===== config.mk =====
export PLATFORM = sky130hd
export DESIGN_NAME = axi_master_mem_bridge
export DESIGN_NICKNAME = d
export VERILOG_FILES = /design/src/rtl/axi_master_mem_bridge.sv
export SDC_FILE = /design/constraint.sdc
export NUM_CORES = 1
export LEC_CHECK = 0
export ABC_CLOCK_PERIOD_IN_PS = 3100
export CORE_AREA = 2 2 136 138
export CTS_CLUSTER_SIZE = 24
export DETAILED_ROUTE_END_ITERATION = 8
export DIE_AREA = 0 0 138 140
export DONT_BUFFER_PORTS = 1
export GPL_TIMING_DRIVEN = 0
export PLACE_DENSITY = 0.43
export SLEW_MARGIN = 5
export SYNTH_ARGS = -nofsm -noshare
export SYNTH_HDL_FRONTEND = slang
export SYNTH_SLANG_ARGS = --single-unit

===== constraint.sdc =====
create_clock -name clk -period 3.1 [get_ports clk]
set_input_delay 0.465 -clock clk [delete_from_list [all_inputs] [get_ports clk]]
set_output_delay 0.465 -clock clk [all_outputs]
set_load 0.05 [all_outputs]

===== src/rtl/axi_master_mem_bridge.sv =====
// axi_master_mem_bridge: memory-port (req/gnt/r_valid) to AXI4 master bridge.
// One single-beat AXI4 burst per granted access, one access outstanding.
// Optional feature macro MEM2AXI_ADDR_CHECK_EN: when defined, requests outside
// [ADDR_ST, ADDR_END) are answered locally with an error and no AXI traffic.
// Handshake rule: a transfer happens on a rising clk edge where valid && ready;
// a valid never depends combinationally on its ready, and its payload stays
// stable while valid is high.
module axi_master_mem_bridge #(
  parameter int AXI_ID_WIDTH   = 1,
  parameter int AXI_DATA_WIDTH = 32,
  parameter int AXI_ADDR_WIDTH = 32,
  parameter int AXI_USER_WIDTH = 10,
  parameter int AXI_ID         = 0,
  parameter logic [AXI_ADDR_WIDTH-1:0] ADDR_ST  = 'h0,
  parameter logic [AXI_ADDR_WIDTH-1:0] ADDR_END = 'h400
) (
  input  logic                        clk,
  input  logic                        rst,
  input  logic                        data_req_i,
  input  logic [AXI_ADDR_WIDTH-1:0]   data_add_i,
  input  logic                        data_wen_i,
  input  logic [AXI_DATA_WIDTH-1:0]   data_wdata_i,
  input  logic [AXI_DATA_WIDTH/8-1:0] data_be_i,
  output logic                        data_gnt_o,
  output logic                        data_r_valid_o,
  output logic [AXI_DATA_WIDTH-1:0]   data_r_rdata_o,
  output logic                        err_o,
  output logic [AXI_ID_WIDTH-1:0]     awid,
  output logic [AXI_ADDR_WIDTH-1:0]   awaddr,
  output logic [7:0]                  awlen,
  output logic [2:0]                  awsize,
  output logic [1:0]                  awburst,
  output logic                        awlock,
  output logic [3:0]                  awcache,
  output logic [2:0]                  awprot,
  output logic [3:0]                  awqos,
  output logic [3:0]                  awregion,
  output logic [AXI_USER_WIDTH-1:0]   awuser,
  output logic                        awvalid,
  input  logic                        awready,
  output logic [AXI_ID_WIDTH-1:0]     wid,
  output logic [AXI_DATA_WIDTH-1:0]   wdata,
  output logic [AXI_DATA_WIDTH/8-1:0] wstrb,
  output logic                        wlast,
  output logic [AXI_USER_WIDTH-1:0]   wuser,
  output logic                        wvalid,
  input  logic                        wready,
  input  logic [AXI_ID_WIDTH-1:0]     bid,
  input  logic [1:0]                  bresp,
  input  logic                        bvalid,
  output logic                        bready,
  output logic [AXI_ID_WIDTH-1:0]     arid,
  output logic [AXI_ADDR_WIDTH-1:0]   araddr,
  output logic [7:0]                  arlen,
  output logic [2:0]                  arsize,
  output logic [1:0]                  arburst,
  output logic                        arlock,
  output logic [3:0]                  arcache,
  output logic [2:0]                  arprot,
  output logic [3:0]                  arqos,
  output logic [3:0]                  arregion,
  output logic [AXI_USER_WIDTH-1:0]   aruser,
  output logic                        arvalid,
  input  logic                        arready,
  input  logic [AXI_ID_WIDTH-1:0]     rid,
  input  logic [AXI_DATA_WIDTH-1:0]   rdata,
  input  logic [1:0]                  rresp,
  input  logic                        rlast,
  input  logic                        rvalid,
  output logic                        rready,
  output logic [2:0]                  dbg_state
);

  typedef enum logic [2:0] {
    IDLE    = 3'd0,
    WR_REQ  = 3'd1,
    WR_RESP = 3'd2,
    RD_REQ  = 3'd3,
    RD_DATA = 3'd4
  } state_t;

  localparam int BYTES = AXI_DATA_WIDTH / 8;
  localparam int OFF   = $clog2(BYTES);
  localparam logic [AXI_ADDR_WIDTH-1:0] ADDR_MASK =
    ~((AXI_ADDR_WIDTH'(1) << OFF) - AXI_ADDR_WIDTH'(1));
  localparam logic [AXI_DATA_WIDTH-1:0] ERR_DATA = AXI_DATA_WIDTH'(32'hDEAD_BEEF);

  state_t                      state;
  logic [AXI_ADDR_WIDTH-1:0]   addr_q;
  logic [AXI_DATA_WIDTH-1:0]   wdata_q;
  logic [AXI_DATA_WIDTH/8-1:0] be_q;
  logic                        addr_ok;
  logic                        unused_ok;

  // Window check on the raw request address; always in range when the check is off.
`ifdef MEM2AXI_ADDR_CHECK_EN
  assign addr_ok = (data_add_i >= ADDR_ST) && (data_add_i < ADDR_END);
`else
  assign addr_ok = 1'b1;
`endif

  // Response IDs and rlast carry nothing useful for a single-beat, single-ID master.
  assign unused_ok = ^{bid, rid, rlast, ADDR_ST, ADDR_END};

  // Grant is only possible while idle, so a new access can overlap the previous completion pulse.
  assign data_gnt_o = (state == IDLE) && data_req_i;
  assign dbg_state  = state;

  // Fixed AXI attributes: single beat, full-width, INCR, no user/qos/cache hints.
  assign awid     = AXI_ID_WIDTH'(AXI_ID);
  assign awaddr   = addr_q;
  assign awlen    = 8'd0;
  assign awsize   = 3'(OFF);
  assign awburst  = 2'b01;
  assign awlock   = 1'b0;
  assign awcache  = 4'd0;
  assign awprot   = 3'd0;
  assign awqos    = 4'd0;
  assign awregion = 4'd0;
  assign awuser   = '0;
  assign wid      = AXI_ID_WIDTH'(AXI_ID);
  assign wdata    = wdata_q;
  assign wstrb    = be_q;
  assign wlast    = 1'b1;
  assign wuser    = '0;
  assign arid     = AXI_ID_WIDTH'(AXI_ID);
  assign araddr   = addr_q;
  assign arlen    = 8'd0;
  assign arsize   = 3'(OFF);
  assign arburst  = 2'b01;
  assign arlock   = 1'b0;
  assign arcache  = 4'd0;
  assign arprot   = 3'd0;
  assign arqos    = 4'd0;
  assign arregion = 4'd0;
  assign aruser   = '0;

  // Access FSM with registered valids/readies, completion pulse, read data and sticky error.
  always_ff @(posedge clk or posedge rst) begin
    if (rst) begin
      state          <= IDLE;
      addr_q         <= '0;
      wdata_q        <= '0;
      be_q           <= '0;
      awvalid        <= 1'b0;
      wvalid         <= 1'b0;
      bready         <= 1'b0;
      arvalid        <= 1'b0;
      rready         <= 1'b0;
      data_r_valid_o <= 1'b0;
      data_r_rdata_o <= '0;
      err_o          <= 1'b0;
    end else begin
      data_r_valid_o <= 1'b0;
      case (state)
        IDLE: begin
          if (data_req_i) begin
            if (addr_ok) begin
              // Direction is carried by the next state, so wen needs no separate register.
              addr_q  <= data_add_i & ADDR_MASK;
              wdata_q <= data_wdata_i;
              be_q    <= data_be_i;
              if (data_wen_i) begin
                awvalid <= 1'b1;
                wvalid  <= 1'b1;
                state   <= WR_REQ;
              end else begin
                arvalid <= 1'b1;
                state   <= RD_REQ;
              end
            end else begin
              data_r_valid_o <= 1'b1;
              data_r_rdata_o <= ERR_DATA;
              err_o          <= 1'b1;
            end
          end
        end
        WR_REQ: begin
          if (awready) awvalid <= 1'b0;
          if (wready)  wvalid  <= 1'b0;
          // Both channels done now or earlier (same-cycle completion included).
          if ((!awvalid || awready) && (!wvalid || wready)) begin
            bready <= 1'b1;
            state  <= WR_RESP;
          end
        end
        WR_RESP: begin
          if (bvalid) begin
            bready         <= 1'b0;
            data_r_valid_o <= 1'b1;
            data_r_rdata_o <= '0;
            if (bresp != 2'b00) err_o <= 1'b1;
            state          <= IDLE;
          end
        end
        RD_REQ: begin
          if (arready) begin
            arvalid <= 1'b0;
            rready  <= 1'b1;
            state   <= RD_DATA;
          end
        end
        RD_DATA: begin
          if (rvalid) begin
            rready         <= 1'b0;
            data_r_valid_o <= 1'b1;
            data_r_rdata_o <= rdata;
            if (rresp != 2'b00) err_o <= 1'b1;
            state          <= IDLE;
          end
        end
        default: state <= IDLE;
      endcase
    end
  end

endmodule


## Word-level counts from Yosys, hierarchy flattened

Cells that the tools add are included.

| storage, ports and cells | value |
|---|---|
| output and inout bits | 235 |
| word-level logic and storage cells | 84 |
| input port bits | 116 |
| bits in registers | 108 |

| operators by class | value |
|---|---|
| reduce and logical (&&, ||, !) cells | 23 |
| multiplexer cells | 34 |
| equality and inequality tests | 15 |

Operators with widths:

| kind | count |
|---|---|
| 2-to-1 mux 32 bit | 2 |
| one-hot mux 32 bit (2 select lines) | 1 |
| != test 2 bit (second input constant) | 11 |
| 2-to-1 mux 1 bit | 17 |
| 2-to-1 mux 3 bit | 5 |
| one-hot mux 3 bit (5 select lines) | 1 |
| one-hot mux 1 bit (2 select lines) | 7 |
| nonzero test 2 bit | 7 |
| AND reduction 4 bit | 3 |
| AND reduction 5 bit | 2 |
| AND reduction 3 bit | 3 |
| == test 3 x 2 -> 1 bit (second input constant) | 2 |
| == test 3 x 1 -> 1 bit (second input constant) | 1 |
| == test 3 bit (second input constant) | 1 |
| zero test 3 bit | 1 |
| logical AND 1 bit | 2 |
| zero test 1 bit | 2 |
| logical OR 1 bit | 2 |
| 2-to-1 mux 2 bit | 1 |
| AND reduction 2 bit | 1 |

## Logic depth before layout (Yosys ltp)

| logic depth | value |
|---|---|
| word-level depth | 5 |
| depth in mapped cells | 6 |
| gate-level depth less buffers | 3 |

## Worst setup path after synthesis

OpenSTA, ideal clock, no wires.

| timing path | value |
|---|---|
| path kind | flip-flop to output port |
| from | reg state[1], in the netlist dbg_state[1] |
| to | out data_gnt_o |
| buffers on the path | 3 |
| path slack | 1092 ps |
| arrival | 1543 ps |
| cell stages (with the launch flop) | 5 |
| required time | 2635 ps |
| cell sequence | dfrtp_1 -> buf_2 -> nor4b_4 -> buf_4 -> buf_6 |

| on the way | value |
|---|---|
| longest elaborated chain between the ends | 2 |

Ends and longest elaborated chain:

| what | RTL line | text |
|---|---|---|
| from (decl) | 88 | `state_t state;` |
| from (signal assigned) | 141 | `state <= IDLE;` |
| from (signal assigned) | 166 | `state <= WR_REQ;` |
| from (signal assigned) | 169 | `state <= RD_REQ;` |
| zero test 3 bit | 106 | `assign data_gnt_o = (state == IDLE) && data_req_i;` |
| logical AND 1 bit | 106 |  |
| to (decl) | 24 | `output logic data_gnt_o,` |

Every way passes these cells.

## Worst setup path after layout

Same ends and word-level chain as after synthesis.

==> metrics.txt <==
# TYPE chip_impl_metric gauge
chip_impl_metric{name="syn_to_final_growth",unit="%"} 18.54
chip_impl_metric{name="numPortBuffers",unit=""} 0
chip_impl_metric{name="setup_total_negative_slack",unit="ns"} 0
chip_impl_metric{name="report.final.slew_viol_count",unit=""} 0
chip_impl_metric{name="cts.path.max_buffers",unit=""} 2
chip_impl_metric{name="post-cts-setup-buffer-count",unit=""} 0
chip_impl_info{name="path_class",value="register to output port"} 1
chip_impl_metric{name="final_setup_skew",unit="ns"} 0.009612
chip_impl_metric{name="floorplan.initialDensity",unit=""} 0.2953
chip_impl_metric{name="worst_ir_drop_vdd",unit="V"} 0.0006605
chip_impl_metric{name="coreArea",unit="µm²"} 17780
chip_impl_metric{name="data_arrival_critical_path",unit="ns"} 2.33
chip_impl_metric{name="fp.dieArea",unit="µm²"} 19320
chip_impl_info{name="hold_removal_path_class",value="input pin to asynchronous set/reset pin"} 1
chip_impl_metric{name="fp-row-count",unit=""} 49
chip_impl_metric{name="grt_use_total",unit=""} 0.1290
chip_impl_metric{name="synth_area_per_cell",unit="µm²"} 11.29
chip_impl_info{name="start_kind",value="register"} 1
chip_impl_metric{name="share_of_the_clock_period_used_by_the_worst_path",unit=""} 0.9025
chip_impl_metric{name="post-route-util",unit=""} 0.3500
chip_impl_metric{name="cts_sinks",unit=""} 108
chip_impl_info{name="status",value="finished, final reports clean"} 1
chip_impl_metric{name="drt_first_iter_violations",unit=""} 136
chip_impl_metric{name="cts_max_level",unit=""} 3
chip_impl_metric{name="route.final.wire_length",unit="µm"} 12770
chip_impl_metric{name="final_net_count",unit=""} 688
chip_impl_info{name="timing.critical_path.from",value="dbg_state[1]"} 1
chip_impl_metric{name="dr_total_vias",unit=""} 3341
chip_impl_metric{name="hold_viol",unit=""} 0
chip_impl_metric{name="synth_enable_flop_cells",unit=""} 0
chip_impl_metric{name="grt.overflow.total",unit=""} 0
chip_impl_metric{name="power_leakage",unit="nW"} 2.960
chip_impl_metric{name="insertion_delay",unit="ns"} 0.35
chip_impl_metric{name="cp_num_buf_inv",unit=""} 3
chip_impl_metric{name="timing.max_cap.violations",unit=""} 0
chip_impl_info{name="tritoncts_clock_tree",value="yes"} 1
chip_impl_info{name="grt_setup_unrepaired",value="false"} 1
chip_impl_metric{name="post_cts_resize_count",unit=""} 0
chip_impl_metric{name="yosysUniqueCellTypes",unit=""} 29
chip_impl_metric{name="finalCriticalPeriod",unit="ns"} 2.798
chip_impl_metric{name="actual_transition_at_the_worst_max_transition_pin",unit="ns"} 0.7703
chip_impl_metric{name="floorplan.io_pins",unit=""} 351
chip_impl_metric{name="drt_drc_violations_left",unit=""} 0
chip_impl_metric{name="die_height",unit="µm"} 140
chip_impl_info{name="critPathTopFamily",value="buffers and inverters"} 1
chip_impl_metric{name="hpwlAfterDp",unit="µm"} 9883
chip_impl_metric{name="grt_first_pass_wirelength",unit="µm"} 19620
chip_impl_metric{name="cell_area_power_density",unit="nW/µm²"} 1284
chip_impl_metric{name="die-width",unit="µm"} 138
chip_impl_metric{name="max-slew-margin-rel",unit=""} 0.4854
chip_impl_info{name="post-synth-top-count-cell",value="sky130_fd_sc_hd__buf_4"} 1
chip_impl_metric{name="yosys_register_bits",unit=""} 108
chip_impl_metric{name="share_of_cells_above_drive_strength_1",unit=""} 0.3761
chip_impl_metric{name="yosysTopAreaCellShare",unit=""} 0.5148
chip_impl_metric{name="critPathRequiredTime",unit="ns"} 2.63
chip_impl_metric{name="detailedRoute.firstPassIterationCount",unit=""} 4
chip_impl_metric{name="cts_inserted_buffers",unit=""} 9
chip_impl_metric{name="worstPathMaxFanout",unit=""} 10
chip_impl_metric{name="synth_warnings",unit=""} 0
chip_impl_metric{name="antenna_cells",unit=""} 0
chip_impl_info{name="rr_startpoint",value="dbg_state[1]"} 1
chip_impl_metric{name="grt_pass1_vias",unit=""} 3300
chip_impl_info{name="yosysTopAreaCell",value="sky130_fd_sc_hd__dfrtp_1"} 1
chip_impl_metric{name="synthesis.instances",unit=""} 465
chip_impl_metric{name="worst_setup_hold_path_clk_slew",unit="ns"} 0.08
chip_impl_metric{name="pre_cts_ws",unit="ns"} 0.5898
chip_impl_info{name="synth.cells.most_frequent",value="sky130_fd_sc_hd__buf_4, sky130_fd_sc_hd__dfrtp_1, sky130_fd_sc_hd__mux2_2"} 1
chip_impl_info{name="netlist_top_cells_area",value="sky130_fd_sc_hd__dfrtp_1, sky130_fd_sc_hd__buf_4, sky130_fd_sc_hd__mux2_2"} 1
chip_impl_metric{name="cp_slowest_stage_delay",unit="ns"} 0.58
chip_impl_metric{name="postRouteAntennaNets",unit=""} 0
chip_impl_metric{name="netlist_area",unit="µm²"} 5250
chip_impl_metric{name="grt_start_max_net_pins",unit=""} 41
chip_impl_metric{name="grt_antenna_before_repair",unit=""} 0
chip_impl_info{name="timing.critical_path.to_type",value="output port"} 1
chip_impl_metric{name="achievable-frequency",unit="MHz"} 357.4
chip_impl_metric{name="avgRoutedWirePerCell",unit="µm"} 15.84
chip_impl_metric{name="final_setup_slack_of_the_worst_path",unit="ns"} 0.3022
chip_impl_metric{name="route.detailed.vias_per_inst",unit=""} 4.145
chip_impl_metric{name="place.gp.congestion",unit=""} 0.8010
chip_impl_metric{name="async_flop_share",unit=""} 1.000
chip_impl_info{name="critical_path.cell_chain",value="buf_2 > nor4b_4 > buf_4 > buf_6"} 1
chip_impl_metric{name="finalSetupViolations",unit=""} 0
chip_impl_info{name="timing.critical_path.slowest_stage_cell",value="sky130_fd_sc_hd__dfrtp_1"} 1
chip_impl_metric{name="ctsHoldBuffers",unit=""} 0
chip_impl_metric{name="synth_seq_area_share",unit=""} 0.5148
chip_impl_info{name="yosys_most_used_dff",value="sky130_fd_sc_hd__dfrtp_1"} 1
chip_impl_info{name="clock-root-buffer",value="sky130_fd_sc_hd__clkbuf_16"} 1
==> cells by family (layout without fill, tap and decap cells) <==
group / Yosys count / after routing / share of synthesized area
buffers and inverters: 186 / 204 / 0.2271
DFF: 108 / 108 / 0.5148
muxes: 66 / 66 / 0.1416
and+or+nand+nor: 53 / 53 / 0.06149
AOI/OAI and AO/OA: 50 / 50 / 0.05362
other: 2 / 96 / 0.001430
==> report_power, final <==
group / internal [mW] / leakage, nW / switching [mW]
clock network: 0.557 / 0.131 / 0.564
logic: 0.919 / 1.49 / 1.67
registers: 1.90 / 1.34 / 2.38
total: 3.38 / 2.96 / 4.61
==> layer usage <==
| metal | global-route usage | part of all wire | wire length, µm | vias up |
|---|---|---|---|---|
| met1 | 0.1526 | 0.38 | 4851 | 1573 |
| met4 | 0.05424 | 0.016 | 204 | 0 |
| met3 | 0.05573 | 0.11 | 1442 | 14 |
| li1 | - | - | - | 1551 |
| met2 | 0.2061 | 0.49 | 6272 | 203 |
| met5 | 0 | 0 | 0 | - |
==> final timing paths <==
| kind | endpoint | slack (ns) | cells past startpoint |
|---|---|---|---|
| setup / recovery | data_gnt_o | 0.30 | 4 |
| hold / removal | wdata[19] | 0.11 | 1 |
| setup reg to reg | araddr[3] | 0.64 | 5 |
| hold reg to reg | data_r_rdata_o[26] | 0.80 | 2 |
| max in group asynchronous | araddr[24] | 2.33 | 2 |
| min in group clk | arvalid | 0.20 | 1 |
==> cells in the final DEF, fill, tap and decap left out, types with 2 or more instances in the layout <==
cell	synthesis	final
sky130_fd_sc_hd__buf_2	8	8
sky130_fd_sc_hd__clkbuf_16	0	9
sky130_fd_sc_hd__nand4_1	32	32
sky130_fd_sc_hd__inv_1	37	36
sky130_fd_sc_hd__o21ai_0	34	34
sky130_fd_sc_hd__nor2_1	6	6
sky130_fd_sc_hd__buf_1	2	2
sky130_fd_sc_hd__a31oi_1	5	5
sky130_fd_sc_hd__dfrtp_1	108	108
sky130_fd_sc_hd__clkinv_4	0	3
sky130_fd_sc_hd__nand2_1	5	5
sky130_fd_sc_hd__nand3b_1	2	2
sky130_fd_sc_hd__a21oi_1	2	2
sky130_fd_sc_hd__clkbuf_1	11	11
sky130_fd_sc_hd__o22ai_1	2	2
sky130_fd_sc_hd__clkinvlp_4	0	4
sky130_fd_sc_hd__conb_1	2	96
sky130_fd_sc_hd__nand2b_1	3	3
sky130_fd_sc_hd__mux2_1	7	7
sky130_fd_sc_hd__nand3_1	2	2
sky130_fd_sc_hd__buf_4	127	127
sky130_fd_sc_hd__o2bb2ai_1	2	2
sky130_fd_sc_hd__mux2_2	59	59
sky130_fd_sc_hd__buf_12	0	2
==> registers in the layout, summed over array words and instances, names as in the netlist <==
register and flops:
wstrb 4, bready 1, wdata 32, rready 1, err_o 1, araddr 30, wvalid 1, dbg_state 3
data_r_valid_o 1, arvalid 1, data_r_rdata_o 32, awvalid 1
==> through the flow <==
stage               instance area (µm²)  hold slack, ns  power (mW)  cells
floorplan                          5607          0.5555       6.490    559
global placement                   5893          0.5628       6.916    788
detailed placement                 5933          0.5092       6.942    790
CTS                                6223          0.1150       8.090    806
global route                       6223          0.1585       8.348    806
finish                             6223          0.1090       7.991    806
==> layout make-up <==
class | instances | area [µm²]
plain buffers | 149 | 1054
clock buffers | 9 | 225.2
clock inverters | 7 | 65.06
fillers | 1806 | 11560
inverters | 37 | 142.6
multi-input cells | 265 | 1708
flip-flops and latches | 108 | 2703
well taps | 229 | 286.5
repair buffers | 2 | 40.04
(Power assumes the default switching activity.)
